--- src/rtl/proc_controller.sv ---
// proc_controller -- multi-cycle control unit for a small 16-bit processor.
//
// Fetches instruction words from a registered-output ROM, decodes them and
// sequences the data memory, register file and ALU control strobes. All
// control outputs are Moore: decoded from the current state and the
// instruction register only.
//
// Ports
//   Clk         in   1   system clock, rising edge active
//   Reset       in   1   asynchronous, active-low reset
//   Run         in   1   execution enable, sampled only in FETCH
//   IR_in       in  16   instruction word from ROM (1-clock read latency)
//   PC_addr     out  7   instruction ROM address (program counter)
//   D_addr      out  8   data memory address
//   D_wr        out  1   data memory write strobe
//   RF_s        out  1   register-file write-data select (1 = memory, 0 = ALU)
//   RF_W_addr   out  4   register-file write address
//   RF_W_en     out  1   register-file write enable
//   RF_Ra_addr  out  4   register-file read port A address
//   RF_Rb_addr  out  4   register-file read port B address
//   ALU_s0      out  3   ALU function: 000 pass, 001 add, 010 subtract
//   State       out  4   current state code (debug)
//   Halted      out  1   high while in HALT
//
// There is no valid/ready handshake on this block: the ROM is read with a
// fixed one-cycle latency and the datapath strobes are single-cycle pulses.

module proc_controller (
  input  logic        Clk,
  input  logic        Reset,
  input  logic        Run,
  input  logic [15:0] IR_in,
  output logic [6:0]  PC_addr,
  output logic [7:0]  D_addr,
  output logic        D_wr,
  output logic        RF_s,
  output logic [3:0]  RF_W_addr,
  output logic        RF_W_en,
  output logic [3:0]  RF_Ra_addr,
  output logic [3:0]  RF_Rb_addr,
  output logic [2:0]  ALU_s0,
  output logic [3:0]  State,
  output logic        Halted
);

  typedef enum logic [3:0] {
    S_INIT       = 4'd0,
    S_FETCH      = 4'd1,
    S_FETCH_WAIT = 4'd2,
    S_DECODE     = 4'd3,
    S_LOAD_A     = 4'd4,
    S_LOAD_B     = 4'd5,
    S_STORE      = 4'd6,
    S_ADD        = 4'd7,
    S_SUB        = 4'd8,
    S_HALT       = 4'd9
  } state_t;

  localparam logic [3:0] OP_STORE = 4'b0001;
  localparam logic [3:0] OP_LOAD  = 4'b0010;
  localparam logic [3:0] OP_ADD   = 4'b0011;
  localparam logic [3:0] OP_SUB   = 4'b0100;
  localparam logic [3:0] OP_HALT  = 4'b0101;

  localparam logic [2:0] ALU_PASS = 3'b000;
  localparam logic [2:0] ALU_ADD  = 3'b001;
  localparam logic [2:0] ALU_SUB  = 3'b010;

  state_t      r_state;
  state_t      w_next;
  logic [6:0]  r_pc;
  logic [15:0] r_ir;
  logic [3:0]  w_opcode;

  assign w_opcode = r_ir[15:12];

  // State, program counter and instruction register. The ROM word for the
  // address presented in FETCH is valid during FETCH_WAIT, so IR and the
  // PC increment are both taken at the end of FETCH_WAIT. The 7-bit PC
  // wraps 127 -> 0 naturally.
  always_ff @(posedge Clk or negedge Reset) begin
    if (!Reset) begin
      r_state <= S_INIT;
      r_pc    <= 7'd0;
      r_ir    <= 16'h0000;
    end else begin
      r_state <= w_next;
      if (r_state == S_FETCH_WAIT) begin
        r_ir <= IR_in;
        r_pc <= r_pc + 7'd1;
      end
    end
  end

  // Next-state and Moore output decode.
  always_comb begin
    w_next     = r_state;
    D_addr     = 8'h00;
    D_wr       = 1'b0;
    RF_s       = 1'b0;
    RF_W_addr  = 4'h0;
    RF_W_en    = 1'b0;
    RF_Ra_addr = 4'h0;
    RF_Rb_addr = 4'h0;
    ALU_s0     = ALU_PASS;
    Halted     = 1'b0;

    case (r_state)
      S_INIT:       w_next = S_FETCH;
      S_FETCH:      w_next = Run ? S_FETCH_WAIT : S_FETCH;
      S_FETCH_WAIT: w_next = S_DECODE;
      S_DECODE: begin
        case (w_opcode)
          OP_LOAD:  w_next = S_LOAD_A;
          OP_STORE: w_next = S_STORE;
          OP_ADD:   w_next = S_ADD;
          OP_SUB:   w_next = S_SUB;
          OP_HALT:  w_next = S_HALT;
          default:  w_next = S_FETCH;  // NOOP and undefined opcodes
        endcase
      end
      // LOAD_A gives the data memory a cycle to return M[addr] before the
      // register file captures it in LOAD_B.
      S_LOAD_A: begin
        D_addr = r_ir[11:4];
        RF_s   = 1'b1;
        w_next = S_LOAD_B;
      end
      S_LOAD_B: begin
        D_addr    = r_ir[11:4];
        RF_s      = 1'b1;
        RF_W_addr = r_ir[3:0];
        RF_W_en   = 1'b1;
        w_next    = S_FETCH;
      end
      S_STORE: begin
        D_addr     = r_ir[7:0];
        RF_Ra_addr = r_ir[11:8];
        D_wr       = 1'b1;
        w_next     = S_FETCH;
      end
      S_ADD, S_SUB: begin
        RF_Ra_addr = r_ir[11:8];
        RF_Rb_addr = r_ir[7:4];
        RF_W_addr  = r_ir[3:0];
        RF_W_en    = 1'b1;
        ALU_s0     = (r_state == S_ADD) ? ALU_ADD : ALU_SUB;
        w_next     = S_FETCH;
      end
      S_HALT: begin
        Halted = 1'b1;           // only Reset leaves HALT
        w_next = S_HALT;
      end
      default:      w_next = S_INIT;
    endcase
  end

  assign PC_addr = r_pc;
  assign State   = r_state;

endmodule

--- config.mk ---
export PLATFORM = sky130hd
export DESIGN_NAME = proc_controller
export DESIGN_NICKNAME = d
export VERILOG_FILES = /design/src/rtl/proc_controller.sv
export SDC_FILE = /design/constraint.sdc
export NUM_CORES = 1
export LEC_CHECK = 0
export BUFFER_PORTS_ARGS = -buffer_cell sky130_fd_sc_hd__buf_2
export CAP_MARGIN = 10
export CORE_MARGIN = 2
export CORE_UTILIZATION = 45
export CTS_BUF_LIST = sky130_fd_sc_hd__clkbuf_2 sky130_fd_sc_hd__clkbuf_4 sky130_fd_sc_hd__clkbuf_8
export DETAILED_ROUTE_END_ITERATION = 10
export PLACE_DENSITY = 0.77
export SLEW_MARGIN = 5
export SYNTH_ARGS = -nofsm -noshare
export SYNTH_HDL_FRONTEND = slang
export SYNTH_SLANG_ARGS = --single-unit
export TNS_END_PERCENT = 20
--- constraint.sdc ---
create_clock -name Clk -period 1.6 [get_ports Clk]
set_clock_uncertainty 0.05 [all_clocks]
set_input_delay 0.08 -clock Clk [delete_from_list [all_inputs] [get_ports Clk]]
set_output_delay 0.08 -clock Clk [all_outputs]
set_load 0.01 [all_outputs]
; ---- Yosys cells after proc, flatten, opt, wreduce, memory -nomap -nowiden
; Cells that the tools add are included.
[classes]
n_mux = 13
reduce_logical = 6
n_addsub = 1
eq_ne = 14
[ops]
columns = op, n
row1 = $eq 4x3->1 const B, 6
row2 = $pmux 4 s6, 1
row3 = $pmux 4 s5, 1
row4 = $eq 4x2->1 const B, 4
row5 = $pmux 8 s2, 1
row6 = $mux 4, 3
row7 = $eq 4x1->1 const B, 2
row8 = $eq 4x4->1 const B, 2
row9 = $add 7x1->7 const B, 1
row10 = $mux 2, 3
row11 = $reduce_or 3->1, 2
row12 = $reduce_or 5->1, 1
row13 = $logic_not 4->1, 1
row14 = $mux 1, 4
row15 = $reduce_or 2->1, 2
[totals]
wordCells = 37
ff_bits = 27
output_inout_bits = 38
inputBits = 19

; ---- Depth between registers and ports, before layout
[logic_depth]
ltp_word = 3
mapped_depth = 5
ltp_nobuf = 4

; ---- Worst setup path before layout
; Ideal clock, no wire load.
[synth_path]
path_type = register -> register
start = register r_state[2], in the netlist State[2]
end = register r_ir[0]
required_ps = 1425
setup_ps = 125
slack_ps = 6
synth_period_minus_slack_ps = 1594
n_path_buf = 2
path_stages_with_launch = 5
t_arrival_ps = 1419
path_cell_list = dfrtp_1 buf_6 nor4b_4 buf_4 mux2_2
[synth_between]
elab_chain_len = 1
[synth_lines]
columns = item, line
row1 = start: declaration, 69  ; state_t r_state;
row2 = start signal: assignment, 87  ; r_state <= w_next;
row3 = $eq 4x2->1, 88  ; if (r_state == S_FETCH_WAIT) begin
row4 = end signal: assignment, 89  ; r_ir <= IR_in;
row5 = end: declaration, 72  ; logic [15:0] r_ir;
; No other way between the ends.
; A chain may end at the register's enable or synchronous reset.

; ---- Worst setup path after layout
[layout_path]
start = register r_state[0], in the netlist State[0]
end = output RF_Rb_addr[1]
[layout_between]
elab_chain_len = 3
word_cells_on_any_way = 4
[layout_lines]
columns = item, line
row1 = $eq 4x3->1 / $eq 4x4->1 (equally long branches), 108  ; case (r_state)
row2 = $reduce_or 2->1 (*), 108
row3 = $mux 4 (*), 108
row4 = end: declaration, 40  ; output logic [3:0] RF_Rb_addr,
; Mark *: on every way between the ends. The rest lies on a longest branch, timed or not.

==> impl_metrics.tcl <==
set metrics [dict create \
    fin_crit_ps 1710 \
    hold_class "in2reg" \
    ctsLongestPathBuffers 2 \
    cts-htree-levels 1 \
    violations "setup timing" \
    setup_viol 40 \
    hold_viol 0 \
    required_ps 1470 \
    cp_cell_sequence "buf_6 -> nand3b_1 -> o21ai_2 -> and2_1 -> buf_2" \
    synth_cells 124 \
    vias_per_cell 5.27 \
    dr.pass1.iters 6 \
    antenna_found_initial 0 \
    drc 0 \
    setup_ws_ps -108 \
    ir_drop_mv 0.873 \
    synth_flop_cell "dfrtp_1" \
    p_leak_nw 1.10 \
    routed_wl_um 4140 \
    synth.avg_cell_area_sq_um 11.3 \
    dpl_cell_area_sq_mm 0.00172 \
    synth_area_sq_mm 0.00140 \
    cts_tree "built" \
    arrival_ps 1580 \
    core_sq_mm 0.00300 \
    grt_pass1_wl_um 6210 \
    place_congestion 0.767 \
    p_per_area_mw_per_mm2 1580 \
    ys_seq_area_frac 0.482 \
    die-height_um 59.8 \
    synthArstFlopShare 1.00 \
    fin_total_pwr_mw 3.39 \
    dp_cells 212 \
    clk_pin_slew_ps 140 \
    fin_crit_sh 1.07 \
    start_kind "flip-flop" \
    cp_max_fo 5 \
    dp_hpwl_um 2490 \
    worst_slew_pin_slew_ps 608 \
    synth_nets 144 \
    wl_per_cell_um 16.8 \
    drtIter0Drc 36 \
    design_area_sq_mm 0.00214 \
    io_pins 57 \
    vias 1302 \
    utilization 0.712 \
    cts_buffers 3 \
    slowest_delay_ps 420 \
    max_freq_mhz 585 \
    grt_max_degree 28 \
    pre_cts_slack_ps 71.0 \
    die_area_sq_mm 0.00358 \
    yosys_register_bits 27 \
    grt_use_total 0.235 \
    grt_pass1_vias 1316 \
    drv_cap 0 \
    ant_nets 0 \
    final_cell_mix "buf_2, dfrtp_1, dlygate4sd3_1, buf_4, and2_1" \
    fin_cells 247 \
    holdWs_ps 57.6 \
    clock_latency_ps 310 \
    relSlewSlack 0.595 \
    start_util 0.467 \
    synth_edf_count 0 \
    yosysWarnings 0 \
    cts-root-buf "clkbuf_4" \
    status "finished, violations left" \
    grt_overflow 0 \
    end_kind "output pin" \
    final_common_cell "buf_2" \
    crit_slowest_cell "dfrtp_1" \
    cts.sinks 27 \
    die_x_um 59.8 \
    area_delta_synth_final_pct 52.5 \
    synth.distinct_cells 30 \
    diodes 0 \
    port_buffers 55 \
    rsz0062_at_grt "yes" \
    rows 20 \
    drive_gt1_frac 0.523 \
    nNetsFinal 235 \
    final_max_slew_viol_count 0 \
    worstSetupPathType "reg2out" \
    setup_tns_ps -2610 \
]
## logic make-up (layout without fill, tap and decap cells)
family | after synthesis | in the layout | share of synthesized area
AOI/OAI and AO/OA | 17 | 17 | 0.0883
adders and majority gates | 1 | 1 | 0.00892
other | 1 | 1 | 0.00267
xor gates and xnor gates | 7 | 7 | 0.0437
buffers and inverters | 9 | 98 | 0.0428
and+or+nand+nor | 45 | 46 | 0.195
DFF | 27 | 27 | 0.482
muxes | 17 | 17 | 0.136
## repair_timing
| item | 4_1_cts | 5_1_grt |
|---|---|---|
| endpoints found under the hold margin | 43 | 0 |
| hold buffers | 17 | 0 |
| endpoints found under the setup margin | 22 | 45 |
| gates cloned | 1 | 0 |
| setup buffers | 13 | 0 |
| pin swaps | 9 | 12 |
| resized for setup | 15 | 18 |
## metal layers
| metal | track usage | vias to the layer above | wire length, um |
|---|---|---|---|
| li1 | - | 618 | - |
| met1 | 0.293 | 624 | 1730 |
| met2 | 0.402 | 48 | 2130 |
| met3 | 0.0476 | 12 | 184 |
| met4 | 0.0825 | 0 | 93 |
| met5 | 0 | - | 0 |
## final timing paths
check | start | end | slack, ps | cells after the start
worst max-delay path | State[0] | RF_Rb_addr[1] | -110 | 5
worst min register to register | PC_addr[6] | PC_addr[6] | 440 | 1
worst min-delay path | Run | State[1] | 60 | 3
max in group asynchronous | Reset | State[2] | 820 | 2
worst max register to register | State[2] | r_ir[2] | -100 | 4
min in group asynchronous | Reset | r_ir[9] | 250 | 2
## cell usage after synthesis, types with 2 or more instances
library cell  count  area [sq um]
dfrtp_1          27           676
nand2_1           8          30.0
buf_2             3          15.0
inv_1             2          7.51
xnor2_1           5          43.8
nand4_1           2          12.5
a21oi_1           4          20.0
mux2_2           17           191
nor2b_1           2          12.5
buf_4             2          15.0
and2_1           12          75.1
nor3_1            3          15.0
nand2b_1          3          18.8
o21ai_0           2          10.0
xor2_1            2          17.5
nor2_1            5          18.8
and3_1            3          18.8
buf_6             2          22.5
nand3b_1          2          15.0
a22o_1            8          70.1
## final cells by class
cell class,instances,area (sq um)
Sequential cell,27,679
Multi-Input combinational cell,89,757
Fill cell,216,865
Inverter,2,7.51
Clock buffer,4,30.0
Tap cell,33,41.3
Timing Repair Buffer,92,623
## where the power goes
| part | internal, mW | total, mW | switching, mW | leakage (nW) |
|---|---|---|---|---|
| clock | 0.114 | 0.309 | 0.194 | 0.0184 |
| combinational | 0.985 | 1.74 | 0.750 | 0.753 |
| sequential | 0.985 | 1.34 | 0.357 | 0.328 |
| total | 2.08 | 3.39 | 1.30 | 1.10 |
## worst max-delay path: cells and delay by family (launching register included)
family | cells | cell delay [ps]
buffers and inverters | 2 | 260
DFF | 1 | 420
and+or+nand+nor | 2 | 430
AOI/OAI and AO/OA | 1 | 160
## registers in the layout, indices dropped and copies added (netlist names)
name and flops:
PC_addr 7, State 4, r_ir 16
No activity file was read; power rests on OpenSTA's default activity.
